### src/rtl/id_ex_buf_pkg.sv
// rtl/id_ex_buf_pkg.sv - shared constants and state encoding for the decode/execute buffer
package id_ex_buf_pkg;

    localparam logic [31:0] INST_NOP = 32'h00000013;

    // Encodings match the occupancy each state represents.
    typedef enum logic [1:0] {
        BUF_EMPTY = 2'd0,
        BUF_FULL  = 2'd1,
        BUF_SKID  = 2'd2
    } buf_state_e;

endpackage

### src/rtl/id_ex_buf_slot.sv
// rtl/id_ex_buf_slot.sv - one payload register with valid flag, load enable and clear
module id_ex_buf_slot #(
    parameter int W = 134
) (
    input  logic         clk,
    input  logic         rst,
    input  logic         clr,
    input  logic         load,
    input  logic [W-1:0] d,
    output logic         valid,
    output logic [W-1:0] q
);

    // Clear wins over load so a flush discards any same-cycle write.
    always_ff @(posedge clk or posedge rst) begin
        if (rst) begin
            valid <= 1'b0;
            q     <= '0;
        end else if (clr) begin
            valid <= 1'b0;
        end else if (load) begin
            valid <= 1'b1;
            q     <= d;
        end
    end

endmodule

### src/rtl/id_ex_buf.sv
// rtl/id_ex_buf.sv - decode-to-execute pipeline buffer with two-entry skid and flush
module id_ex_buf
    import id_ex_buf_pkg::*;
#(
    parameter int XLEN    = 32,
    parameter int RADDR_W = 5
) (
    input  logic               clk,
    input  logic               rst,
    input  logic               flush_i,
    input  logic               id_valid_i,
    output logic               id_ready_o,
    input  logic [XLEN-1:0]    inst_i,
    input  logic [XLEN-1:0]    inst_addr_i,
    input  logic [XLEN-1:0]    op1_i,
    input  logic [XLEN-1:0]    op2_i,
    input  logic [RADDR_W-1:0] rd_addr_i,
    input  logic               rd_wen_i,
    output logic               ex_valid_o,
    input  logic               ex_ready_i,
    output logic [XLEN-1:0]    inst_o,
    output logic [XLEN-1:0]    inst_addr_o,
    output logic [XLEN-1:0]    op1_o,
    output logic [XLEN-1:0]    op2_o,
    output logic [RADDR_W-1:0] rd_addr_o,
    output logic               rd_wen_o,
    output logic [1:0]         occ_o
);

    localparam int PW = 4 * XLEN + RADDR_W + 1;

    buf_state_e    state, state_nxt;
    logic          main_valid, skid_valid;
    logic [PW-1:0] in_pl, main_pl, skid_pl, main_d, nop_pl;
    logic          main_load, main_clr, main_sel_skid;
    logic          skid_load, skid_clr;
    logic          accept, pop;

    assign in_pl  = {inst_i, inst_addr_i, op1_i, op2_i, rd_addr_i, rd_wen_i};
    assign nop_pl = {XLEN'(INST_NOP), {(3 * XLEN + RADDR_W + 1){1'b0}}};

    // Ready comes straight from a flop, never from ex_ready_i or flush_i.
    assign id_ready_o = ~skid_valid;
    assign ex_valid_o = main_valid;
    assign accept     = id_valid_i & id_ready_o;
    assign pop        = main_valid & ex_ready_i;
    assign occ_o      = state;
    assign main_d     = main_sel_skid ? skid_pl : in_pl;

    always_ff @(posedge clk or posedge rst) begin
        if (rst) begin
            state <= BUF_EMPTY;
        end else begin
            state <= state_nxt;
        end
    end

    always_comb begin
        state_nxt     = state;
        main_load     = 1'b0;
        main_clr      = 1'b0;
        main_sel_skid = 1'b0;
        skid_load     = 1'b0;
        skid_clr      = 1'b0;
        if (flush_i) begin
            // A same-cycle pop has already been consumed by execute; only held entries die.
            state_nxt = BUF_EMPTY;
            main_clr  = 1'b1;
            skid_clr  = 1'b1;
        end else begin
            case (state)
                BUF_EMPTY: begin
                    if (accept) begin
                        state_nxt = BUF_FULL;
                        main_load = 1'b1;
                    end
                end
                BUF_FULL: begin
                    if (accept && pop) begin
                        main_load = 1'b1;
                    end else if (accept) begin
                        state_nxt = BUF_SKID;
                        skid_load = 1'b1;
                    end else if (pop) begin
                        state_nxt = BUF_EMPTY;
                        main_clr  = 1'b1;
                    end
                end
                BUF_SKID: begin
                    if (pop) begin
                        state_nxt     = BUF_FULL;
                        main_load     = 1'b1;
                        main_sel_skid = 1'b1;
                        skid_clr      = 1'b1;
                    end
                end
                default: begin
                    state_nxt = BUF_EMPTY;
                    main_clr  = 1'b1;
                    skid_clr  = 1'b1;
                end
            endcase
        end
    end

    id_ex_buf_slot #(.W(PW)) u_main (
        .clk   (clk),
        .rst   (rst),
        .clr   (main_clr),
        .load  (main_load),
        .d     (main_d),
        .valid (main_valid),
        .q     (main_pl)
    );

    id_ex_buf_slot #(.W(PW)) u_skid (
        .clk   (clk),
        .rst   (rst),
        .clr   (skid_clr),
        .load  (skid_load),
        .d     (in_pl),
        .valid (skid_valid),
        .q     (skid_pl)
    );

    // An empty MAIN slot presents addi x0,x0,0 with no register write.
    assign {inst_o, inst_addr_o, op1_o, op2_o, rd_addr_o, rd_wen_o} =
        main_valid ? main_pl : nop_pl;

endmodule

### config.mk
export PLATFORM = sky130hd
export DESIGN_NAME = id_ex_buf
export DESIGN_NICKNAME = d
export VERILOG_FILES = /design/src/rtl/id_ex_buf_pkg.sv /design/src/rtl/id_ex_buf_slot.sv /design/src/rtl/id_ex_buf.sv
export SDC_FILE = /design/constraint.sdc
export NUM_CORES = 1
export LEC_CHECK = 0
export CAP_MARGIN = 20
export CORE_AREA = 5 5 143 282
export CTS_CLUSTER_SIZE = 20
export DETAILED_ROUTE_END_ITERATION = 7
export DIE_AREA = 0 0 148 287
export SYNTH_ARGS = -nofsm -noshare
export SYNTH_HDL_FRONTEND = slang
export SYNTH_SLANG_ARGS = --single-unit
### constraint.sdc
create_clock -name clk -period 11.3 [get_ports clk]
set_clock_uncertainty 0.15 [all_clocks]
set_input_delay 2.26 -clock clk [delete_from_list [all_inputs] [get_ports clk]]
set_output_delay 2.26 -clock clk [all_outputs]
set_load 0.02 [all_outputs]
==> results of run 1 <==
power groups by stage:
stage          sequential (mW)  clock, mW  combinational (mW)
2_1_floorplan             1.61          0               0.966
3_3_place_gp              1.67          0                1.47
3_5_place_dp              1.68          0                1.50
4_1_cts                   1.67      0.890                1.50
5_1_grt                   1.72      0.926                1.60
6_report                  1.67      0.864                1.48
per-layer routing:
layer,up-vias,part of all wire (%),wire length (um)
li1,4801,-,-
met1,5416,40,16800
met2,383,51,21500
met3,87,5.0,2110
met4,0,4.5,1920
met5,-,0,0
cell type report:
class                           count  area share (%)
Multi-Input combinational cell    787            33.0
Sequential cell                   272            40.4
Tap cell                          463            3.44
Clock buffer                       39            4.57
Timing Repair Buffer              295            17.3
Inverter                           44            1.02
Clock inverter                      3           0.238
registers in the layout (all words and copies together) (netlist names):
| register | flops |
|---|---|
| occ_o | 2 |
| u_main.q | 134 |
| u_main.valid | 1 |
| u_skid.q | 134 |
| u_skid.valid | 1 |
cells in the mapped netlist (2+ instances only):
| library cell | count |
|---|---|
| or4b_1 | 2 |
| a311oi_1 | 40 |
| nor3_1 | 268 |
| inv_1 | 44 |
| dfrtp_1 | 272 |
| nand3b_1 | 2 |
| mux2_1 | 60 |
| and2_1 | 94 |
| a21oi_1 | 97 |
| a211oi_1 | 46 |
| buf_6 | 10 |
| nand2_1 | 5 |
| clkbuf_1 | 81 |
| nor2_1 | 37 |
| buf_2 | 31 |
| a211oi_2 | 49 |
| buf_1 | 10 |
| mux2_2 | 74 |
cell families (layout without fill, tap and decap cells):
family          Yosys count  in the layout  synth area share [%]
mux                     135            135                  11.6
flops                   272            272                  51.9
buf+inv                 176            381                  5.90
compound gates          238            238                  14.0
simple gates            414            414                  16.6
worst paths after layout:
path	from	end	cells after the start
worst max-delay path	id_valid_i	u_skid.q[60]	7
worst min-delay path	u_skid.q[17]	u_skid.q[17]	1
worst max register to register	u_main.valid	u_skid.q[60]	6
worst min register to register	u_skid.q[17]	u_skid.q[17]	1
max in group asynchronous	rst	u_main.q[86]	3
min in group asynchronous	rst	u_main.q[92]	2
==> results.toml, run 1 <==
[sta]
drv_slew = 0
setup_violations = 0
finalCritPeriodShare_pct = 50.9
period_minus_slack_ps = 5760
hold_slack_ps = 343
setup_slack_ps = 5540
relSlewSlack_pct = 29.1
max_freq_mhz = 174
finalHoldViolCount = 0
grt_setup_unrepaired = "false"
setup-tns-final_ps = 0
worst_slew_pin_slew_ps = 1060

[floorplan]
initial_core_util_pct = 34.7
die_x_um = 148
rows = 101
io_pins = 277
fp.dieH_um = 287
die-area_um2 = 42500
coreArea_um2 = 37800

[clock_network]
clockBufferDepth = 3
postCtsSetupRepairBufs = 0
cts_max_level = 1
cts_buffers = 26
cts_root_buf = "clkbuf_16"
clock-sinks = 272
cts_tree = "done"
cts_resized = 0
clk_latency_ps = 540
clk_pin_slew_worst_paths_ps = 60
cts_hold_buf = 0

[pwr]
power_frac_seq_pct = 41.6
pwr-share-clk_pct = 21.5
vdd_drop_max_uv = 117
switchingPower_mw = 1.37
power_density_nw_per_um2 = 238
swShare_pct = 34.2
power_mw = 4.01
intPower_mw = 2.64
leakage_nw = 6.73
combPwrFrac_pct = 36.8

[run]
cap_violations = 0

[synthesis]
ys_async_sr_fraction_pct = 100
syn_avg_cell_area_um2 = 10.6
yosys-top-cells-area = "dfrtp_1 52%, nor3_1 10%, mux2_2 6.4%, mux2_1 5.2%, a211oi_2 4.7%"
synth_top_area_share_pct = 51.9
synthCells = 1235
yosysUniqueCellTypes = 31
synth-seq-cells = 272
syn-num-nets = 1374
synth-main-ff-cell = "dfrtp_1"
synth_largest_area_cell = "dfrtp_1"
ys_seq_area_share_pct = 51.9
syn-cell-area_um2 = 13100
synth_edf_count = 0
ys_warn_count = 0

[global_route]
track_usage_pct = 19.3
met2_usage_pct = 33.3
grt_max_degree = 137
use_met3_pct = 2.27
antenna_found_initial = 0
overflow = 0
grt_pass1_vias = 11174
grt.busiest_layer = "met2"
grt_pass1_wl_um = 65700
met1_usage_pct = 24.2

[route]
dr.pass1.iters = 5
ant_nets = 0
drt-total-wl_um = 42300
drc_errors = 0
drt_iter0_drc = 632
drt-wirelength-per-cell_um = 22.2
vias = 10687
viasPerCell = 5.62

[final_layout]
drive_gt1_share_pct = 12.8
multiInputGateArea_um2 = 5560
layout.nets = 1565
finalInstanceArea_um2 = 16900
diodes = 0
n_fill_cell = 3543
area_growth_pct = 28.5
mostFrequentLayoutCell = "clkdlybuf4s50_1"
final_cell_mix = "275 x clkdlybuf4s50_1, 271 x dfrtp_1, 268 x nor3_1, 97 x a21oi_1, 94 x and2_1"
seq_area_um2 = 6810
stdcell_count = 1903
final_util_pct = 44.6

[worst_setup_path]
startpoint_type = "primary input"
cpMaxStageDelayCell = "buf_4"
cp_top_family = "buffers and inverters"
crit_type = "primary input to register"
path_max_fanout = 62
required_ps = 11570
ff2ff_setup_slack_ps = 7110
crit_buf_inv = 4
crit_chain = "clkdlybuf4s50_1 > nor3b_4 > buf_4 > nand3b_1 > buf_4 > buf_4 > mux2_2"
cp_common_cell = "buf_4"
worstPathArrival_ps = 6030
endpoint_kind = "register"
slowest_delay_ps = 830

[placed_design]
place_ws_ps = 4960
dp_hpwl_um = 25100
placed_area_um2 = 16000
globalplace.congestion = 0.773
place_inst = 1860
port-buffer-count = 276

[status]
status = "completed"

[hold_path]
hold_class = "register to register"
Note: power is estimated with default switching activity, not from simulation.
==> run 2: changes to the inputs <==
==> constraint.sdc (replaced) <==
create_clock -name clk -period 4.72 [get_ports clk]
set_clock_uncertainty 0.15 [all_clocks]
set_input_delay 0.944 -clock clk [delete_from_list [all_inputs] [get_ports clk]]
set_output_delay 0.944 -clock clk [all_outputs]
set_load 0.02 [all_outputs]
==> results.toml, run 2 (synthesized netlist as in run 1, its figures left out) <==
[status]
status = "completed"

[clock_network]
postCtsSetupRepairBufs = 0
clk_pin_slew_worst_paths_ps = 70
cts_buffers = 26
clockBufferDepth = 3
clock-sinks = 272
clk_latency_ps = 540
cts_root_buf = "clkbuf_16"
cts_resized = 0
cts_tree = "done"
cts_hold_buf = 0
cts_max_level = 1

[pwr]
combPwrFrac_pct = 36.8
power_frac_seq_pct = 40.9
intPower_mw = 6.44
power_mw = 9.77
switchingPower_mw = 3.32
power_density_nw_per_um2 = 571
vdd_drop_max_uv = 297
swShare_pct = 34.0
pwr-share-clk_pct = 22.3
leakage_nw = 6.83

[worst_setup_path]
endpoint_kind = "primary output"
startpoint = "u_main.valid"
startpoint_type = "register"
reg2regPathDepth = 5
path_max_fanout = 28
cp_top_family = "buffers and inverters"
crit_chain = "inv_1 > buf_4 > nor2_1 > clkdlybuf4s50_1"
crit_type = "register to primary output"
required_ps = 3630
crit_buf_inv = 3
worstPathArrival_ps = 2460
cpMaxStageDelayCell = "clkdlybuf4s50_1"
critical_path_depth = 4
rr_startpoint = "u_main.valid"
slowest_delay_ps = 570

[route]
viasPerCell = 5.59
drt_iter0_drc = 557
drc_errors = 0
vias = 10713
drt-wirelength-per-cell_um = 22.7
dr.pass1.iters = 5
drt-total-wl_um = 43500
ant_nets = 0

[sta]
drv_slew = 0
relSlewSlack_pct = 27.5
setup_violations = 0
max_freq_mhz = 281
period_minus_slack_ps = 3550
grt_setup_unrepaired = "false"
setup-tns-final_ps = 0
setup_slack_ps = 1170
worst_slew_pin_slew_ps = 1090
finalHoldViolCount = 0
finalCritPeriodShare_pct = 75.3

[global_route]
antenna_found_initial = 3
grt_pass1_wl_um = 66600
grt_max_degree = 137
track_usage_pct = 19.7
overflow = 0
grt_pass1_vias = 11192

[final_layout]
final_cell_mix = "275 x clkdlybuf4s50_1, 271 x dfrtp_1, 268 x nor3_1, 97 x a21oi_1, 94 x and2_1"
area_growth_pct = 30.3
layout.nets = 1569
stdcell_count = 1916
n_fill_cell = 3548
drive_gt1_share_pct = 13.3
mostFrequentLayoutCell = "clkdlybuf4s50_1"

[hold_path]
holdPathStages = 1
min_from = "u_skid.q[46]"
hold_class = "register to register"

[floorplan]
coreArea_um2 = 37800
die_x_um = 148
die-area_um2 = 42500
rows = 101
fp.dieH_um = 287
initial_core_util_pct = 34.7
io_pins = 277

[placed_design]
place_ws_ps = 1280
globalplace.congestion = 0.803
dp_hpwl_um = 26700
port-buffer-count = 276
place_inst = 1865

[run]
cap_violations = 0
==> run 2: power by group through the flow <==
stage / Clock (mW) / Combinational, mW / Sequential, mW
after floorplan: 0 / 2.31 / 3.87
after global placement: 0 / 3.58 / 3.96
after detailed placement: 0 / 3.64 / 4.03
after CTS: 2.24 / 3.65 / 3.99
after global routing: 2.32 / 3.88 / 4.11
final: 2.17 / 3.60 / 3.99
==> run 2: stage by stage <==
step                hold slack [ps]  area (um^2)  util [%]
floorplan                       316        13100         -
detailed placement              332        16200      42.9
global route                    354        17100      45.2
global placement                325        16200      42.9
CTS                             347        17100      45.2
finish                          341        17100      45.2
==> run 2: worst register-to-register path, cell delays in order, from the launching register on <==
cell      delay [ps]
dfrtp_2          370
buf_4            430
and3b_4          720
nand2_1          120
buf_4            300
a311oi_1         420
==> run 2: cell type report <==
class	count	area [um^2]	area share (%)
Antenna cell	4	10.0	0.0586
Clock buffer	42	802	4.69
Multi-Input combinational cell	787	5560	32.6
Clock inverter	5	75.1	0.439
Inverter	44	169	0.988
Tap cell	463	579	3.39
Timing Repair Buffer	299	3080	18.0
Sequential cell	272	6810	39.8
==> run 2: routing by layer <==
layer / GRT usage, % / part of all wire [%] / up-vias
met5: 0 / 0 / -
met4: 9.97 / 4.9 / 0
met3: 2.30 / 4.4 / 86
met2: 35.4 / 53 / 352
met1: 22.9 / 38 / 5445
li1: - / - / 4830
==> run 2: final timing paths <==
path                            endpoint  slack, ps
max                           inst_o[21]       1170
min                         u_skid.q[46]        340
max reg2reg                u_main.q[118]       2120
min reg2reg                 u_skid.q[46]        340
max in group asynchronous   u_main.q[16]       2680
min in group asynchronous   u_main.q[93]        700
